## src/rtl/td4_fetch_sequencer.sv

```systemverilog
// td4_fetch_sequencer
//   Reader side of the TD4 program counter. Takes the current PC, fetches one
//   instruction word from the ROM over a REQ/ACK handshake, latches it into
//   the instruction register, and pulses PC_INC once the execute stage
//   reports completion.
//
// Optional feature (compile-time macro TD4_FETCH_TIMEOUT_EN):
//   A ROM fetch that sees TIMEOUT_CYC consecutive ACK-low cycles is abandoned.
//   ROM_REQ drops and FETCH_ERR is set and held until CLR. While FETCH_ERR is
//   set, no new fetch starts. Without the macro, REQ waits forever and
//   FETCH_ERR is tied low.
//
// Ports:
//   CLK        in   system clock, rising edge
//   CLR        in   asynchronous active-high reset
//   RUN        in   level, enables starting a new fetch
//   PC         in   current program counter value
//   ROM_ADDR   out  registered fetch address (held for the whole request)
//   ROM_REQ    out  fetch request, held until acknowledged
//   ROM_ACK    in   ROM data valid (sampled only while requesting)
//   ROM_DATA   in   instruction word
//   IR         out  instruction register
//   OPCODE     out  IR upper half
//   IMM        out  IR lower half
//   IR_VALID   out  one-cycle pulse after IR is loaded
//   EXEC_DONE  in   execute stage finished the current instruction
//   PC_INC     out  one-cycle pulse telling the counter to advance
//   BUSY       out  high whenever the sequencer is not idle
//   FETCH_ERR  out  sticky ROM timeout flag (optional feature only)

module td4_fetch_sequencer #(
    parameter int unsigned ADDR_W      = 4,
    parameter int unsigned DATA_W      = 8,
    parameter int unsigned TIMEOUT_CYC = 15
) (
    input  logic                CLK,
    input  logic                CLR,
    input  logic                RUN,
    input  logic [ADDR_W-1:0]   PC,
    output logic [ADDR_W-1:0]   ROM_ADDR,
    output logic                ROM_REQ,
    input  logic                ROM_ACK,
    input  logic [DATA_W-1:0]   ROM_DATA,
    output logic [DATA_W-1:0]   IR,
    output logic [DATA_W/2-1:0] OPCODE,
    output logic [DATA_W/2-1:0] IMM,
    output logic                IR_VALID,
    input  logic                EXEC_DONE,
    output logic                PC_INC,
    output logic                BUSY,
    output logic                FETCH_ERR
);

    if (TIMEOUT_CYC == 0 || TIMEOUT_CYC > 255) begin : g_timeout_range
        $error("TIMEOUT_CYC must be in 1..255");
    end

    typedef enum logic [1:0] {
        IDLE,
        REQ,
        EXEC
    } state_t;

    state_t              state, state_nxt;
    logic [ADDR_W-1:0]   addr_q, addr_nxt;
    logic                req_q, req_nxt;
    logic [DATA_W-1:0]   ir_q, ir_nxt;
    logic                valid_q, valid_nxt;
    logic                inc_q, inc_nxt;
    logic                busy_q, busy_nxt;
    logic                start;

`ifdef TD4_FETCH_TIMEOUT_EN
    localparam logic [7:0] TIMEOUT_LAST = 8'(TIMEOUT_CYC - 1);

    logic [7:0] tcnt, tcnt_nxt;
    logic       err_q, err_nxt;

    assign start = RUN && !inc_q && !err_q;
`else
    // A new fetch is held off while PC_INC is high: the counter only applies
    // the increment on the following edge, so sampling PC any earlier would
    // refetch the old address.
    assign start = RUN && !inc_q;
`endif

    always_ff @(posedge CLK or posedge CLR) begin
        if (CLR) begin
            state   <= IDLE;
            addr_q  <= '0;
            req_q   <= 1'b0;
            ir_q    <= '0;
            valid_q <= 1'b0;
            inc_q   <= 1'b0;
            busy_q  <= 1'b0;
`ifdef TD4_FETCH_TIMEOUT_EN
            tcnt    <= '0;
            err_q   <= 1'b0;
`endif
        end else begin
            state   <= state_nxt;
            addr_q  <= addr_nxt;
            req_q   <= req_nxt;
            ir_q    <= ir_nxt;
            valid_q <= valid_nxt;
            inc_q   <= inc_nxt;
            busy_q  <= busy_nxt;
`ifdef TD4_FETCH_TIMEOUT_EN
            tcnt    <= tcnt_nxt;
            err_q   <= err_nxt;
`endif
        end
    end

    always_comb begin
        state_nxt = state;
        addr_nxt  = addr_q;
        req_nxt   = req_q;
        ir_nxt    = ir_q;
        valid_nxt = 1'b0;
        inc_nxt   = 1'b0;
`ifdef TD4_FETCH_TIMEOUT_EN
        tcnt_nxt  = tcnt;
        err_nxt   = err_q;
`endif
        unique case (state)
            IDLE: begin
                if (start) begin
                    addr_nxt  = PC;
                    req_nxt   = 1'b1;
                    state_nxt = REQ;
`ifdef TD4_FETCH_TIMEOUT_EN
                    tcnt_nxt  = '0;
`endif
                end
            end
            REQ: begin
                if (ROM_ACK) begin
                    ir_nxt    = ROM_DATA;
                    req_nxt   = 1'b0;
                    valid_nxt = 1'b1;
                    state_nxt = EXEC;
                end
`ifdef TD4_FETCH_TIMEOUT_EN
                // The TIMEOUT_CYC-th consecutive ACK-low cycle abandons the fetch.
                else if (tcnt == TIMEOUT_LAST) begin
                    req_nxt   = 1'b0;
                    err_nxt   = 1'b1;
                    state_nxt = IDLE;
                end else begin
                    tcnt_nxt  = tcnt + 8'd1;
                end
`endif
            end
            EXEC: begin
                // EXEC_DONE is first sampled on the edge that closes the
                // IR_VALID cycle; any level present at the ACK edge is dropped.
                if (EXEC_DONE) begin
                    inc_nxt   = 1'b1;
                    state_nxt = IDLE;
                end
            end
            default: begin
                state_nxt = IDLE;
            end
        endcase
        busy_nxt = (state_nxt != IDLE);
    end

    assign ROM_ADDR = addr_q;
    assign ROM_REQ  = req_q;
    assign IR       = ir_q;
    assign OPCODE   = ir_q[DATA_W-1:DATA_W/2];
    assign IMM      = ir_q[DATA_W/2-1:0];
    assign IR_VALID = valid_q;
    assign PC_INC   = inc_q;
    assign BUSY     = busy_q;
`ifdef TD4_FETCH_TIMEOUT_EN
    assign FETCH_ERR = err_q;
`else
    assign FETCH_ERR = 1'b0;
`endif

endmodule

```

## config.mk

```make
export PLATFORM = sky130hd
export DESIGN_NAME = td4_fetch_sequencer
export DESIGN_NICKNAME = d
export VERILOG_FILES = /design/src/rtl/td4_fetch_sequencer.sv
export SDC_FILE = /design/constraint.sdc
export NUM_CORES = 1
export LEC_CHECK = 0
export ABC_AREA = 1
export BUFFER_PORTS_ARGS = -buffer_cell sky130_fd_sc_hd__buf_4
export CORE_MARGIN = 2
export CORE_UTILIZATION = 42
export DETAILED_ROUTE_END_ITERATION = 16
export PLACE_DENSITY_LB_ADDON = 0.2
export SLEW_MARGIN = 15
export SYNTH_ARGS = -nofsm -noshare
export SYNTH_HDL_FRONTEND = slang
export SYNTH_SLANG_ARGS = --single-unit
```

## constraint.sdc

```tcl
create_clock -name CLK -period 1.3 [get_ports CLK]
set_clock_uncertainty 0.15 [all_clocks]
set_input_delay 0.26 -clock CLK [delete_from_list [all_inputs] [get_ports CLK]]
set_output_delay 0.26 -clock CLK [all_outputs]
set_load 0.02 [all_outputs]
```

== After elaboration in Yosys (flattened, before gate mapping) ==
Cells that the tools add are included.
Storage, ports and cells
  register bits: 18
  latch bits: 0
  RAM bits: 0
  ROM bits: 0
  input bits: 17
  logic and storage cells: 30
  memories: 0
Cells by class
  add/sub/neg operators: 0
  multiply operators: 0
  div/mod/pow operators: 0
  magnitude comparators: 0
  equal/unequal tests: 4
  shifts and indexed selects: 0
  multiplexer cells: 11
  bitwise operators: 0
  reductions and logical operators: 8
Operators with widths (count)
  $mux W1: 6
  $mux W2: 3
  $pmux W2 S3: 1
  $ne A2 B2 Y1 const B: 2
  $reduce_and A2 Y1: 2
  $reduce_bool A2 Y1: 2
  $reduce_and A3 Y1: 1
  $eq A2 B1 Y1 const B: 1
  $eq A2 B2 Y1 const B: 1
  $logic_not A2 Y1: 1
  $pmux W1 S2: 1
  $logic_and A1 B1 Y1: 1
  $logic_not A1 Y1: 1

== Logic depth before layout (Yosys ltp) ==
Gate-level depths: netlist of run 1.
  word-level depth: 5
  depth in mapped cells: 6

== Worst setup path after synthesis of run 1 ==
OpenSTA, ideal clock, no wires.
  kind: reg-to-reg
  start point: register inc_q, in the netlist PC_INC
  end point: register addr_q[0], in the netlist ROM_ADDR[0]
  library setup time: 65 ps
  arrival time: 855 ps
  required time: 1085 ps
  path slack: 230 ps
  cell stages (with the launch flop): 6
  clock period less this slack: 1070 ps
  path through: dfrtp_1 inv_1 nand2_1 nor2_2 nand2_1 nand2_1
On the way
  cells in the longest elaborated chain, start to end: 3
RTL lines
  start: declaration: line 69  | logic inc_q, inc_nxt;
  start signal: assignment: line 106  | inc_q <= inc_nxt;
  $logic_not A1 Y1: line 84  | assign start = RUN && !inc_q;
  $logic_and A1 B1 Y1: line 84
  $reduce_and A2 Y1 (no source line)
  end signal: assignment: line 102  | addr_q <= addr_nxt;
  end: declaration: line 65  | logic [ADDR_W-1:0] addr_q, addr_nxt;
No other way between the ends.
A chain may end at the register's enable or synchronous reset.

== Final worst setup path of run 1 ==
  start point: register ir_q[2], in the netlist IR[2]
  end point: output IMM[2]
RTL lines
  start: declaration: line 67  | logic [DATA_W-1:0] ir_q, ir_nxt;
  start signal: assignment: line 104  | ir_q <= ir_nxt;
  end: declaration: line 46  | output logic [DATA_W/2-1:0] IMM,
No word-level cell between the ends.

==> results of run 1 <==
==> how the worst max path moves through the flow <==
stage	from	endpoint	depth (start not counted)	slack [ns]
4_1_cts	IR[0]$_DFFE_PP0P_	IR[0]	1	0.02
6_report	IR[2]$_DFFE_PP0P_	IMM[2]	1	0.03
2_1_floorplan	PC_INC$_DFF_PP0_	ROM_ADDR[0]$_DFFE_PP0P_	5	0.23
3_5_place_dp	state[1]$_DFF_PP0_	IR[5]$_DFFE_PP0P_	5	0.09
5_1_grt	IR[6]$_DFFE_PP0P_	IR[6]	1	-0.01
3_3_place_gp	state[1]$_DFF_PP0_	IR[3]$_DFFE_PP0P_	5	0.13
==> flip-flops by register name (all words and copies together), names as in the netlist <==
| name | flops |
|---|---|
| IR_VALID | 1 |
| ROM_REQ | 1 |
| state | 2 |
| ROM_ADDR | 4 |
| PC_INC | 1 |
| BUSY | 1 |
| IR | 8 |
==> layer usage <==
| metal | vias up | GRT usage [%] | part of all wire (%) | wire [um] |
|---|---|---|---|---|
| li1 | 336 | - | - | - |
| met1 | 296 | 18.6 | 42 | 648 |
| met2 | 26 | 26.8 | 50 | 759 |
| met3 | 4 | 3.46 | 6.5 | 99 |
| met4 | 0 | 6.67 | 1.6 | 25 |
| met5 | - | 0 | 0 | 0 |
==> power breakdown <==
part	total, mW	switching (mW)	internal, mW
clock network	0.332	0.161	0.170
logic	1.55	0.866	0.683
registers	0.980	0.171	0.809
total	2.86	1.20	1.66
==> cell usage after synthesis <==
cell / n / share of area, %
nand2_1: 42 / 20
dfrtp_1: 18 / 58
buf_4: 9 / 8.7
inv_1: 6 / 2.9
nor2_1: 3 / 1.5
inv_2: 2 / 0.97
nand3_1: 2 / 1.3
buf_6: 1 / 1.5
conb_1: 1 / 0.48
nand2_4: 1 / 1.5
nand3_2: 1 / 1.3
nor2_2: 1 / 0.81
nor3_1: 1 / 0.65
==> repair_timing <==
action | 4_1_cts | 5_1_grt
hold buffers | 1 | 0
endpoints found under the hold margin | 18 | 0
resized for setup | 0 | 2
setup endpoints to repair | 0 | 19
buffers inserted | 0 | 4
==> metrics by stage <==
step	hold WS [ns]	std cells	setup slack (ns)	setup TNS (ns)	cell area, sq um
6_report	0.00872	155	0.0333	0	1130
4_1_cts	0.000345	151	0.0172	0	1100
2_1_floorplan	0.0486	88	0.230	0	774
5_1_grt	0.00124	155	-0.0132	-0.0609	1130
3_5_place_dp	0.147	146	0.0883	0	1050
3_3_place_gp	0.146	146	0.127	0	1050
==> worst min-delay path: cells and delay by family <==
family | cells | cell delay (ns)
buffers and inverters | 1 | 0.07
AND/OR/NAND/NOR | 2 | 0.08
==> layout make-up <==
class | count | area (sq um) | area share [%]
well taps | 25 | 31.3 | 2.76
repair buffers | 48 | 363 | 32.0
multi-input cells | 52 | 223 | 19.6
clock buffers | 4 | 36.3 | 3.20
flip-flops and latches | 18 | 450 | 39.7
inverters | 8 | 30.0 | 2.65
==> cell families after synthesis <==
logic type	share of synthesized area, %
simple gates	27.3
flops	58.2
buf+inv	14.1
other cells	0.484
==> run_results.csv, run 1 <==
group,metric,value,unit
run_status,status,"completed",
clock_network,clk_latency,0.28,ns
sta,setup_viol,0,
yosys,seq_area_frac_synth,58.2,%
sta,rsz0062_at_grt,"yes",
floorplanning,die_w,46.9,um
setup_path,worstSetupStartpointType,"flop",
run,cap_violations,0,
global_route,gr-total-overflow,0,
route,route.detailed.drc,0,
final_layout,utilization,65.7,%
global_route,grt_pass1_wl,2390,um
route,firstDrtPassIters,4,
final_layout,layout_commonest_cell,"buf_4",
global_route,grt_pass1_vias,556,
setup_path,crit_buf_inv,1,
sta,fmax,0.789,GHz
setup_path,worstSetupEndpointType,"output pin",
floorplanning,fp-row-count,15,
power,p_total,2.86,mW
setup_path,reg2reg_setup_slack,0.14,ns
clock_network,clkSlewWorstSetupHoldPaths,0.10,ns
floorplanning,fp.dieH,46.9,um
setup_path,reg2reg_depth,4,
yosys,netlist_instances,88,
final_layout,layout_common_cells,"buf_4 (47), nand2_1 (42), dfrtp_1 (18), inv_1 (5)",
power,peakVddDrop,1210,uV
yosys,ys_types,13,
global_route,grt_usage,15.6,%
final_layout,fillers,158,
floorplanning,die_area,2200,sq um
power,p_per_area,2520,nW/um^2
route,drt_iter0_markers,14,
route,vias,662,
sta,final-hold-violation-count,0,
global_route,antenna_found_initial,0,
setup_path,worst_ep_required_time,0.89,ns
clock_network,cts_made_buffers,3,
clock_network,cts_buffer_depth,2,
placement,io_buffers,40,
route,wl_per_cell,9.89,um
setup_path,cpMaxStageDelayCell,"dfrtp_1",
global_route,grt_max_degree,19,
worst_hold_path,min_path_cells,3,
setup_path,slowest_delay,0.41,ns
sta,fin_crit,1.27,ns
placement,gp_congestion,0.742,
final_layout,area_delta_synth_final,46.4,%
yosys,syn-num-nets,105,
setup_path,crit_path_max_fanout,3,
floorplanning,core,1730,sq um
clock_network,cts_sinks,18,
setup_path,r2r-start,"state[0]$_DFF_PP0_",
floorplanning,io_pins,42,
power,p_leak,0.661,nW
setup_path,r2r-end,"ROM_ADDR[0]$_DFFE_PP0P_",
clock_network,cts.htree.levels,1,
clock_network,clockRootBuffer,"clkbuf_4",
clock_network,cts_tree,"built",
route,drt_wl_total,1530,um
final_layout,drive_gt1_share,43.8,%
placement,place_hpwl,1180,um
final_layout,fin_nets,148,
yosys,syn_area,774,sq um
route,ant_nets,0,
floorplanning,start_util,44.9,%
worst_hold_path,holdPathEnd,"IR[3]$_DFFE_PP0P_",
worst_hold_path,min-delay-start,"ROM_DATA[3]",
worst_hold_path,min-delay-path-class,"input pin to flop",
yosys,synth-seq-cells,18,
yosys,avgSynthCellArea,8.80,sq um
setup_path,worstPathArrival,0.86,ns
setup_path,crit_family,"flip-flops",
sta,post-route-period-util,97.4,%
setup_path,critPathKind,"flop to output pin",
sta,slew_violations,0,
final_layout,diodes,0,
route,vias_per_cell,4.27,
yosys,yosys_warnings,0,
setup_path,crit_path_cell_trace,"buf_4",
No activity file was read; power rests on OpenSTA's default activity.
==> run 2: changes to the inputs <==
--- a/config.mk
+++ b/config.mk
@@ -7,7 +7,6 @@
 export LEC_CHECK = 0
 export ABC_AREA = 1
 export BUFFER_PORTS_ARGS = -buffer_cell sky130_fd_sc_hd__buf_4
-export CORE_MARGIN = 2
 export CORE_UTILIZATION = 42
 export DETAILED_ROUTE_END_ITERATION = 16
 export PLACE_DENSITY_LB_ADDON = 0.2
==> run_results.csv, run 2 (synthesis results as in run 1) <==
group,metric,value,unit
final_layout,layout_commonest_cell,"nand2_1",
final_layout,fin_nets,150,
route,route.detailed.drc,0,
final_layout,area_delta_synth_final,51.9,%
setup_path,slowest_delay,0.44,ns
clock_network,cts_tree,"built",
power,seqPwrFrac,33.7,%
floorplanning,die_w,44.9,um
placement,post-place-ws,0.138,ns
route,firstDrtPassIters,4,
setup_path,worstSetupStartpointType,"flop",
clock_network,cts.htree.levels,1,
sta,final-hold-violation-count,0,
sta,post-route-period-util,98.9,%
clock_network,cts_buffer_depth,2,
floorplanning,io_pins,42,
floorplanning,fp.dieH,44.9,um
placement,place_inst,146,
clock_network,clkSlewWorstSetupHoldPaths,0.10,ns
clock_network,clk_latency,0.29,ns
setup_path,crit_path_max_fanout,3,
final_layout,largest_register_ffs,8,
final_layout,diodes,0,
setup_path,crit_buf_inv,1,
placement,place_hpwl,1190,um
power,internal_power,1.73,mW
final_layout,final_cells,157,
route,wl_per_cell,10.6,um
power,p_total,2.96,mW
clock_network,clockRootBuffer,"clkbuf_4",
sta,fin_ws,0.0145,ns
setup_path,worstPathArrival,0.88,ns
route,vias_per_cell,4.31,
floorplanning,fp-row-count,15,
power,peakVddDrop,1320,uV
final_layout,layout_common_cells,"nand2_1 (42), buf_4 (39), dfrtp_1 (18), buf_6 (8), inv_1 (6)",
power,p_per_area,2520,nW/um^2
power,combPwrFrac,54.7,%
global_route,antenna_found_initial,0,
clock_network,cts_made_buffers,3,
route,ant_nets,0,
route,vias,677,
setup_path,cpMaxStageDelayCell,"dfrtp_1",
setup_path,worstSetupEndpointType,"output pin",
floorplanning,die_area,2020,sq um
power,p_leak,0.677,nW
sta,rsz0062_at_grt,"yes",
final_layout,drive_gt1_share,42.4,%
placement,io_buffers,40,
global_route,grt_max_degree,19,
placement,gp_congestion,0.742,
setup_path,crit_path_cell_trace,"buf_6",
worst_hold_path,min-delay-path-class,"input pin to flop",
setup_path,worst_ep_required_time,0.89,ns
sta,setup_viol,0,
global_route,grt_usage,18.0,%
placement,post_dp_cell_area,1050,sq um
sta,fin_crit,1.29,ns
sta,fmax,0.778,GHz
clock_network,cts_sinks,18,
floorplanning,start_util,44.9,%
global_route,grt_pass1_wl,2500,um
global_route,grt_pass1_vias,593,
route,drt_iter0_markers,7,
run_status,status,"completed",
final_layout,stdcell_area,1180,sq um
global_route,gr-total-overflow,0,
floorplanning,core,1730,sq um
power,switchingPower,1.24,mW
route,drt_wl_total,1670,um
power,switching_share,41.8,%
sta,slew_violations,0,
setup_path,crit_family,"flip-flops",
power,pwr-share-clk,11.5,%
run,cap_violations,0,
setup_path,critPathKind,"flop to output pin",
run 2: cell count changes in the layout (fill, tap and decap cells not counted), sizes merged:
| cell | before | now |
|---|---|---|
| dlygate4sd3 | 1 | 3 |
run 2: final cells by class:
type	instances	area (sq um)
flip-flops and latches	18	450
fillers	154	551
clock buffers	4	36.3
repair buffers	50	413
multi-input cells	52	215
well taps	25	31.3
inverters	8	30.0
run 2: what timing repair did:
action                     in CTS  in global routing
setup buffers                   0                  4
hold endpoints to repair       20                  0
hold buffers                    3                  0
gates resized for setup         0                  8
setup endpoints to repair       0                 19
run 2: layer usage:
layer | global-route usage (%) | up-vias | routed length (um)
met4 | 9.70 | 0 | 10
met5 | 0 | - | 0
li1 | - | 339 | -
met3 | 5.20 | 2 | 99
met1 | 22.0 | 303 | 706
met2 | 28.7 | 33 | 851
run 2: power groups by stage:
stage               Combinational [mW]  Clock, mW  Sequential, mW
floorplan                        0.710          0            1.24
global placement                  1.44          0           0.986
detailed placement                1.47          0           0.992
CTS                               1.49      0.356           0.982
global route                      1.76      0.378            1.03
finish                            1.62      0.342            1.00
run 2: worst reg2reg max path: stages, from the launching register on:
cell and delay (ns):
dfrtp_1 0.42, inv_1 0.13, nand3_2 0.11, buf_4 0.18, nand2_1 0.07, nand2_1 0.04
run 2: final timing paths:
kind,start,end,slack [ns],depth (start not counted)
setup / recovery,IR[3]$_DFFE_PP0P_,IR[3],0.01,1
min in group asynchronous,CLR,IR[5]$_DFFE_PP0P_,0.39,4
max in group asynchronous,CLR,ROM_REQ$_DFFE_PP0P_,0.42,4
hold reg to reg,ROM_ADDR[3]$_DFFE_PP0P_,ROM_ADDR[3]$_DFFE_PP0P_,0.33,2
hold / removal,ROM_DATA[2],IR[2]$_DFFE_PP0P_,0.01,3
setup reg to reg,state[1]$_DFF_PP0_,ROM_REQ$_DFFE_PP0P_,0.09,5
run 2: through the flow:
stage	hold WS, ns	utilization (%)	setup TNS, ns
after floorplan	0.0486	-	0
after global placement	0.145	60.8	0
after detailed placement	0.151	60.8	0
after CTS	0.00185	64.6	0
after global routing	0.00193	68.1	-0.147
final	0.0101	68.1	0
==> run 3: changes to the inputs <==
--- a/config.mk
+++ b/config.mk
@@ -7,8 +7,9 @@
 export LEC_CHECK = 0
 export ABC_AREA = 1
 export BUFFER_PORTS_ARGS = -buffer_cell sky130_fd_sc_hd__buf_4
-export CORE_UTILIZATION = 42
+export CORE_UTILIZATION = 38
 export DETAILED_ROUTE_END_ITERATION = 16
+export MAX_ROUTING_LAYER = met4
 export PLACE_DENSITY_LB_ADDON = 0.2
 export SLEW_MARGIN = 15
 export SYNTH_ARGS = -nofsm -noshare
==> constraint.sdc (replaced) <==
create_clock -name CLK -period 1.1 [get_ports CLK]
set_clock_uncertainty 0.15 [all_clocks]
set_input_delay 0.22 -clock CLK [delete_from_list [all_inputs] [get_ports CLK]]
set_output_delay 0.22 -clock CLK [all_outputs]
set_load 0.02 [all_outputs]
==> run_results.csv, run 3 (synthesis results as in run 1) <==
group,metric,value,unit
route,wl_per_cell,11.2,um
clock_network,cts_buffer_depth,2,
route,ant_nets,0,
run,cap_violations,0,
setup_path,crit_path_cell_trace,"buf_4",
route,highest_layer,"met4",
final_layout,drive_gt1_share,56.1,%
global_route,grt_usage,20.4,%
final_layout,fin_nets,166,
sta,hold_ws,0.0348,ns
setup_path,crit_path_max_fanout,3,
sta,setup_viol,39,
setup_path,crit_family,"flip-flops",
global_route,gr-total-overflow,0,
setup_path,worstSetupEndpointType,"output pin",
route,route.detailed.drc,0,
power,p_total,4.08,mW
setup_path,r2r-start,"state[1]$_DFF_PP0_",
route,met3_wirelength,80,um
route,drt_iter0_markers,2,
global_route,antenna_found_initial,0,
clock_network,clkSlewWorstSetupHoldPaths,0.10,ns
setup_path,cpMaxStageDelayCell,"dfrtp_1",
final_layout,layout_common_cells,"buf_4 (30), nand2_1 (28), buf_6 (23), dfrtp_1 (17)",
setup_path,cp-startpoint,"IR[5]$_DFFE_PP0P_",
placement,place_hpwl,1190,um
final_layout,fillers,117,
global_route,grt_pass1_vias,719,
route,met2_length,1040,um
setup_path,critPathKind,"flop to output pin",
route,firstDrtPassIters,4,
floorplanning,die_w,47.1,um
placement,gp_congestion,0.670,
sta,fin_ws,-0.154,ns
setup_path,crit_buf_inv,1,
setup_path,worstPathArrival,0.88,ns
global_route,grt_pass1_wl,2920,um
run_status,violations,"negative setup slack",
clock_network,cts_made_buffers,3,
floorplanning,core,1820,sq um
power,p_leak,0.771,nW
worst_hold_path,min-delay-start,"EXEC_DONE",
clock_network,cts.htree.levels,1,
floorplanning,start_util,42.5,%
sta,rsz0062_at_grt,"yes",
setup_path,slowest_delay,0.42,ns
final_layout,regArea,452,sq um
final_layout,diodes,0,
floorplanning,fp.dieH,47.1,um
clock_network,clk_latency,0.29,ns
floorplanning,die_area,2220,sq um
setup_path,worstSetupStartpointType,"flop",
setup_path,worst_ep_required_time,0.73,ns
route,drt_wl_total,1930,um
clock_network,cts_sinks,18,
placement,io_buffers,40,
sta,fin_crit,1.25,ns
sta,fmax,0.798,GHz
placement,post-place-ws,-0.0633,ns
route,vias_per_cell,4.39,
final_layout,multi_input_area,278,sq um
final_layout,utilization,79.3,%
floorplanning,fp-row-count,15,
route,wl_met1,800,um
placement,post_dp_cell_area,1060,sq um
final_layout,layout_commonest_cell,"buf_4",
final_layout,largest_register_ffs,8,
clock_network,cts_tree,"built",
global_route,grt_max_degree,19,
final_layout,area_delta_synth_final,86.4,%
worst_hold_path,min-delay-path-class,"input pin to flop",
sta,final-hold-violation-count,0,
route,vias,759,
floorplanning,io_pins,42,
final_layout,stdcell_area,1440,sq um
sta,post-route-period-util,114,%
power,p_per_area,2830,nW/um^2
clock_network,clockRootBuffer,"clkbuf_4",
run_status,status,"finished, violations left",
sta,slew_violations,0,
power,peakVddDrop,1830,uV
-- run 3: routing by layer --
layer,vias up,GRT usage (%)
li1,375,-
met1,359,22.8
met2,23,32.5
met3,2,6.15
met4,0,10.9
met5,-,-
-- run 3: path summary, 6_finish.rpt --
path                                           end  slack [ns]  depth (start not counted)
setup / recovery                             IR[5]       -0.15                          1
hold / removal                    PC_INC$_DFF_PP0_        0.03                          3
setup reg to reg               ROM_REQ$_DFFE_PP0P_       -0.07                          5
hold reg to reg            ROM_ADDR[3]$_DFFE_PP0P_        0.37                          2
max in group asynchronous       state[0]$_DFF_PP0_        0.27                          4
min in group asynchronous       IR_VALID$_DFF_PP0_        0.33                          4
-- run 3: power breakdown --
group          total, mW  internal (mW)  leakage (nW)  switching [mW]
registers           1.25          0.961         0.223           0.291
clock network      0.400          0.202        0.0210           0.198
logic               2.43           1.23         0.527            1.20
total               4.08           2.40         0.771            1.69
-- run 3: stage by stage --
stage               instances  setup TNS [ns]
finish                    173           -3.69
global placement          147          -0.328
detailed placement        147          -0.739
global route              173           -5.56
floorplan                  88               0
CTS                       167           -3.64
-- run 3: final cells by class --
class	instances	share of cell area [%]
timing repair buffer	66	42.5
inverter	8	2.25
sequential	18	31.3
tap	25	2.17
multi-input combinational	52	19.2
clock buffer	4	2.51
-- run 3: repair_timing --
action | in CTS | in global routing
hold buffers | 13 | 0
hold endpoints to repair | 30 | 0
gates cloned | 0 | 0
resized for setup | 36 | 12
pin swaps | 11 | 15
endpoints found under the setup margin | 39 | 40
buffers inserted | 3 | 6
